$ cat src/rtl/ifu_pkg.sv
// Shared constants for the instruction-fetch unit: FSM state encodings and AXI response codes.
package ifu_pkg;

    typedef logic [2:0] fetch_state_t;

    localparam fetch_state_t F_IDLE = 3'd0;
    localparam fetch_state_t F_AR   = 3'd1;
    localparam fetch_state_t F_R    = 3'd2;
    localparam fetch_state_t F_DONE = 3'd3;
    localparam fetch_state_t F_WAIT = 3'd4;

    localparam logic [1:0] AXI_RESP_OKAY = 2'b00;

endpackage

$ cat src/rtl/Reg.sv
// Generic register cell: synchronous active-high reset to RESET_VAL, load on wen.
module Reg #(
    parameter int               WIDTH     = 1,
    parameter logic [WIDTH-1:0] RESET_VAL = '0
) (
    input  logic             clk,
    input  logic             rst,
    input  logic [WIDTH-1:0] din,
    input  logic             wen,
    output logic [WIDTH-1:0] dout
);

    // NOTE: sequential state uses <= so every register samples pre-edge values.
    always_ff @(posedge clk) begin
        if (rst)      dout <= RESET_VAL;
        else if (wen) dout <= din;
    end

endmodule

$ cat src/rtl/ifu_lane_sel.sv
// Picks the 32-bit instruction out of a 64-bit read beat using PC bit 2.
module ifu_lane_sel (
    input  logic [63:0] rdata,
    input  logic        pc2,
    output logic [31:0] inst_word
);

    assign inst_word = pc2 ? rdata[63:32] : rdata[31:0];

endmodule

$ cat src/rtl/ifu_fetch.sv
// Single-outstanding AXI-lite instruction fetch: IDLE -> AR -> R -> DONE -> WAIT -> AR ...
// Build option IFU_MISALIGN_CHECK_EN: misaligned PCs skip the bus and report fetch_err.
module ifu_fetch
    import ifu_pkg::*;
#(
    parameter logic [63:0] RESET_PC   = 64'h0000_0000_8000_0000,
    parameter int          ADDR_WIDTH = 64
) (
    input  logic                  clk,
    input  logic                  rst,
    input  logic                  inst_finish,
    input  logic [ADDR_WIDTH-1:0] dnpc,
    output logic [31:0]           araddr,
    output logic                  arvalid,
    input  logic                  arready,
    input  logic [63:0]           rdata,
    input  logic [1:0]            rresp,
    input  logic                  rvalid,
    output logic                  rready,
    output logic [ADDR_WIDTH-1:0] pc,
    output logic [31:0]           inst,
    output logic                  inst_update,
    output logic                  fetch_err
);

    fetch_state_t          state_q, state_d;
    logic [ADDR_WIDTH-1:0] pc_q;
    logic [31:0]           inst_q;
    logic                  inst_update_q;
    logic                  fetch_err_q;
    logic                  misaligned;
    logic [31:0]           inst_word;

`ifdef IFU_MISALIGN_CHECK_EN
    assign misaligned = (pc_q[1:0] != 2'b00);
`else
    assign misaligned = 1'b0;
`endif

    Reg #(
        .WIDTH     (3),
        .RESET_VAL (F_IDLE)
    ) u_state_reg (
        .clk  (clk),
        .rst  (rst),
        .din  (state_d),
        .wen  (1'b1),
        .dout (state_q)
    );

    // NOTE: state_d gets a default before the case so no latch is inferred.
    always_comb begin
        state_d = state_q;
        case (state_q)
            F_IDLE: state_d = F_AR;
            F_AR:   if (misaligned) state_d = F_DONE;
                    else if (arready) state_d = F_R;
            F_R:    if (rvalid) state_d = F_DONE;
            F_DONE: state_d = F_WAIT;
            F_WAIT: if (inst_finish) state_d = F_AR;
            default: state_d = F_IDLE;
        endcase
    end

    always_comb begin
        arvalid = (state_q == F_AR) && !misaligned;
        rready  = (state_q == F_R);
    end

    ifu_lane_sel u_lane_sel (
        .rdata     (rdata),
        .pc2       (pc_q[2]),
        .inst_word (inst_word)
    );

    // inst_update is registered off F_DONE, so the pulse lands the cycle after DONE.
    always_ff @(posedge clk) begin
        if (rst) begin
            pc_q          <= RESET_PC[ADDR_WIDTH-1:0];
            inst_q        <= '0;
            inst_update_q <= 1'b0;
            fetch_err_q   <= 1'b0;
        end else begin
            inst_update_q <= (state_q == F_DONE);
            if (state_q == F_WAIT && inst_finish) pc_q <= dnpc;
            if (state_q == F_R && rvalid) begin
                inst_q      <= inst_word;
                fetch_err_q <= (rresp != AXI_RESP_OKAY);
            end else if (state_q == F_AR && misaligned) begin
                inst_q      <= '0;
                fetch_err_q <= 1'b1;
            end
        end
    end

    assign araddr      = pc_q[31:0];
    assign pc          = pc_q;
    assign inst        = inst_q;
    assign inst_update = inst_update_q;
    assign fetch_err   = fetch_err_q;

endmodule

$ cat config.mk
export PLATFORM = sky130hd
export DESIGN_NAME = ifu_fetch
export DESIGN_NICKNAME = d
export VERILOG_FILES = /design/src/rtl/ifu_pkg.sv /design/src/rtl/Reg.sv /design/src/rtl/ifu_lane_sel.sv /design/src/rtl/ifu_fetch.sv
export SDC_FILE = /design/constraint.sdc
export NUM_CORES = 1
export LEC_CHECK = 0
export CAP_MARGIN = 10
export CORE_AREA = 2 2 110 112
export DETAILED_ROUTE_END_ITERATION = 6
export DIE_AREA = 0 0 112 114
export PLACE_DENSITY = 0.77
export SYNTH_ARGS = -nofsm -noshare
export SYNTH_HDL_FRONTEND = slang
export SYNTH_SLANG_ARGS = --single-unit
$ cat constraint.sdc
create_clock -name clk -period 1.7 [get_ports clk]
set_input_delay 0.17 -clock clk [delete_from_list [all_inputs] [get_ports clk]]
set_output_delay 0.17 -clock clk [all_outputs]
set_load 0.01 [all_outputs]
==> results by group <==
Synth
  • Synthesized netlist cell count: 481
  • Area fraction of the dominant cell type after synthesis: 0.484
  • Number of library cell types mapped by synthesis: 23
  • Cell accounting for the most synthesized area: dfxtp_1
  • Leading cell types by total area after synthesis: dfxtp_1, nand2_1, a21oi_1
  • Post-Syn Area per Cell: 8.69 sq um
  • Total of flip-flops plus latches after synthesis: 101
  • Number of nets in the synthesized netlist: 616
  • Yosys Warn Count: 0
  • Area of the mapped netlist: 0.00418 sq mm
  • Post-synthesis sequential area ratio: 0.484

Placed design
  • Detailed-placement wirelength estimate: 9160 um
  • Area after detailed placement: 0.00668 sq mm
  • Routability cong.: roughly 0.80
  • Placement Setup Slack: 0.0784 ns
  • Count of port buffers added during placement: between 200 and 300

Power
  • Total power per unit cell area: approximately 730 mW/mm^2
  • Cell leakage power: 2.27 nW
  • Maximum VDD drop: ~0.41 mV

STA
  • RSZ-0062 raised after global routing: no
  • Worst hold slack across all endpoints: 0.262 ns
  • Setup clock skew after layout: a little under 0.007 ns
  • Final setup slack of the worst path: ~0.25 ns
  • Endpoints failing hold: 0
  • Final clock period utilization by the worst path: 0.852
  • Post-layout minimum cycle time: 1.45 ns
  • Slew Viols, Final: 0
  • Maximum operating frequency: 0.691 GHz
  • Worst slew slack as a fraction of its limit: 0.712
  • Worst Tran Pin Value: 0.431 ns
  • Setup TNS: 0 ns
  • Final-report setup violation count: 0

Layout
  • Post-route cell area: 0.00698 sq mm
  • Commonest cells after routing, fill and taps aside: clkdlybuf4s50_1, nand2_1, dfxtp_1, a21oi_1, nor2_1
  • Synth-to-Final Area Change: 66.9%
  • Layout cells sized above 1: 0.0587
  • Final design utilization: 0.596
  • Commonest non-fill, non-tap cell in the layout: clkdlybuf4s50_1
  • Number of diodes: 0
  • Count of nets after finishing: 829

Critical path
  • CP delay by family, top: buffers and inverters
  • Setup slack on the worst flop-to-flop path: 0.28 ns
  • Critical setup path kind: reg -> out
  • R2R depth: 4
  • WP data arrival: 1.28 ns
  • Maximum net fanout on the critical path: 9
  • CP bufs+invs: 2
  • Ordered cell list for the critical path: inv_1 > nor3_1 > dlygate4sd2_1
  • Launching element type of the critical path: flip-flop
  • R2r endpoint: inst[21]
  • Crit end category: primary output
  • Crit-path slowest cell: dfxtp_2
  • Launch point of the worst reg-to-reg path: u_state_reg.dout[2]
  • Longest individual stage delay on the worst path: 0.40 ns
  • Required time at the worst-slack endpoint: 1.53 ns

Floorplan
  • Std-Cell Core Area: 0.0117 sq mm
  • Vertical extent of the die: approximately 110 um
  • Floorplan die area: 0.0128 sq mm
  • Starting Density: 0.357
  • I/O Pins: 267
  • X dimension of the die: 112 um
  • Number of core rows: 40

Detailed routing
  • Routed via count divided by cell count: 4.77
  • Final routed wirelength across all metal layers: 12300 um
  • Total number of vias: 4038
  • Post-route antenna net violation count: 0
  • Initial DRC Count: 266
  • 1st-pass router iterations: 4
  • Average detailed-routed wire length per instance: around 15 um
  • Number of remaining DRC errors: 0

Global route
  • Number of global-route vias before repair: 3861
  • First-pass GRT wire length: 19000 um
  • Global router's overall resource usage: 0.185
  • Remaining Overflow, GRT: 0
  • Maximum number of pins on one net before global-route repair: 67
  • Initial antenna violation count: 0

Clock network
  • TritonCTS clock tree: yes
  • Number of hold buffers added after CTS: 0
  • Insertion delay to the later sink of the worst-skew pair: 0.34 ns
  • Root Buffer: clkbuf_16
  • Clock slew seen by the registers of the worst setup and hold paths: 0.07 ns
  • Clk sink count: 101
  • Number of buffers on the longest clock path: 2
  • TritonCTS buffer count: 9
  • # H-tree levels: 3

Hold path
  • HP Class: in -> reg
  • Instance count along the most critical hold path: 2
  • WHS Endpoint: pc[63]
  • Hold path start: rst

Job
  • # Max-Cap Violations: 0

Run status
  • Status: finished, final reports clean
## registers in the layout (all words and copies together), names as in the netlist
register / flops
pc: 64
inst: 32
u_state_reg.dout: 3
fetch_err: 1
inst_update: 1
## routing by layer
metal  GRT usage  up-vias  share of wire
li1            -     1997              -
met2       0.325      188           0.50
met4      0.0748        0          0.021
met5           0        -              0
met1       0.209     1833           0.39
met3      0.0579       20          0.088
## how the worst max path moves through the flow
stage	start	to	slack, ns	depth (start not counted)
final	u_state_reg.dout[0]	arvalid	0.25	3
after global routing	u_state_reg.dout[2]	inst[26]	0.14	4
after CTS	u_state_reg.dout[0]	arvalid	0.23	3
after detailed placement	inst_finish	pc[58]	0.08	5
after global placement	rvalid	inst[24]	0.13	5
after floorplan	u_state_reg.dout[2]	inst[16]	0.44	6
## cells by family after synthesis
kind of cell,share of synthesized area
flops,0.484
compound gates,0.153
mux,0.0766
simple gates,0.171
buf+inv,0.116
## final cells by class
cell class,instances,area [sq um]
inverters,1,3.75
well taps,147,184
multi-input cells,308,1690
fillers,1039,4740
flip-flops and latches,101,2030
clock inverters,6,58.8
repair buffers,273,2770
clock buffers,10,239
## Yosys cell counts (all sizes together)
cell type and instances:
nor4b 1, nand3b 2, o31ai 1, nor3 2, and3b 1, inv 1
and4bb 2, nor2 35, or4b 1, a211oi 33, clkbuf 11, buf 60
nor3b 1, nand2 128, mux2i 32, nand3 1, a21oi 67, dfxtp 101
nand4bb 1
## power breakdown
part           switching (mW)  total (mW)  internal (mW)
Clock                   0.922        1.98           1.06
Combinational           0.237       0.683          0.445
Sequential             0.0417        2.46           2.42
Total                    1.20        5.12           3.92
## metrics by stage
stage,cells,power [mW]
floorplan,481,2.74
global placement,830,3.19
detailed placement,830,3.20
CTS,846,5.20
global route,846,5.34
finish,846,5.12
## worst register-to-register path, cell delays in order (launching register included)
cell      delay [ns]
dfxtp_2         0.38
and4bb_2        0.35
buf_12          0.27
nor2_1          0.13
a211oi_2        0.21
## timing repair
action | 4_1_cts | 5_1_grt
endpoints found under the setup margin | 2 | 0
resized for setup | 5 | 0
setup buffers | 0 | 0
Power figures use the tool's default switching activity.
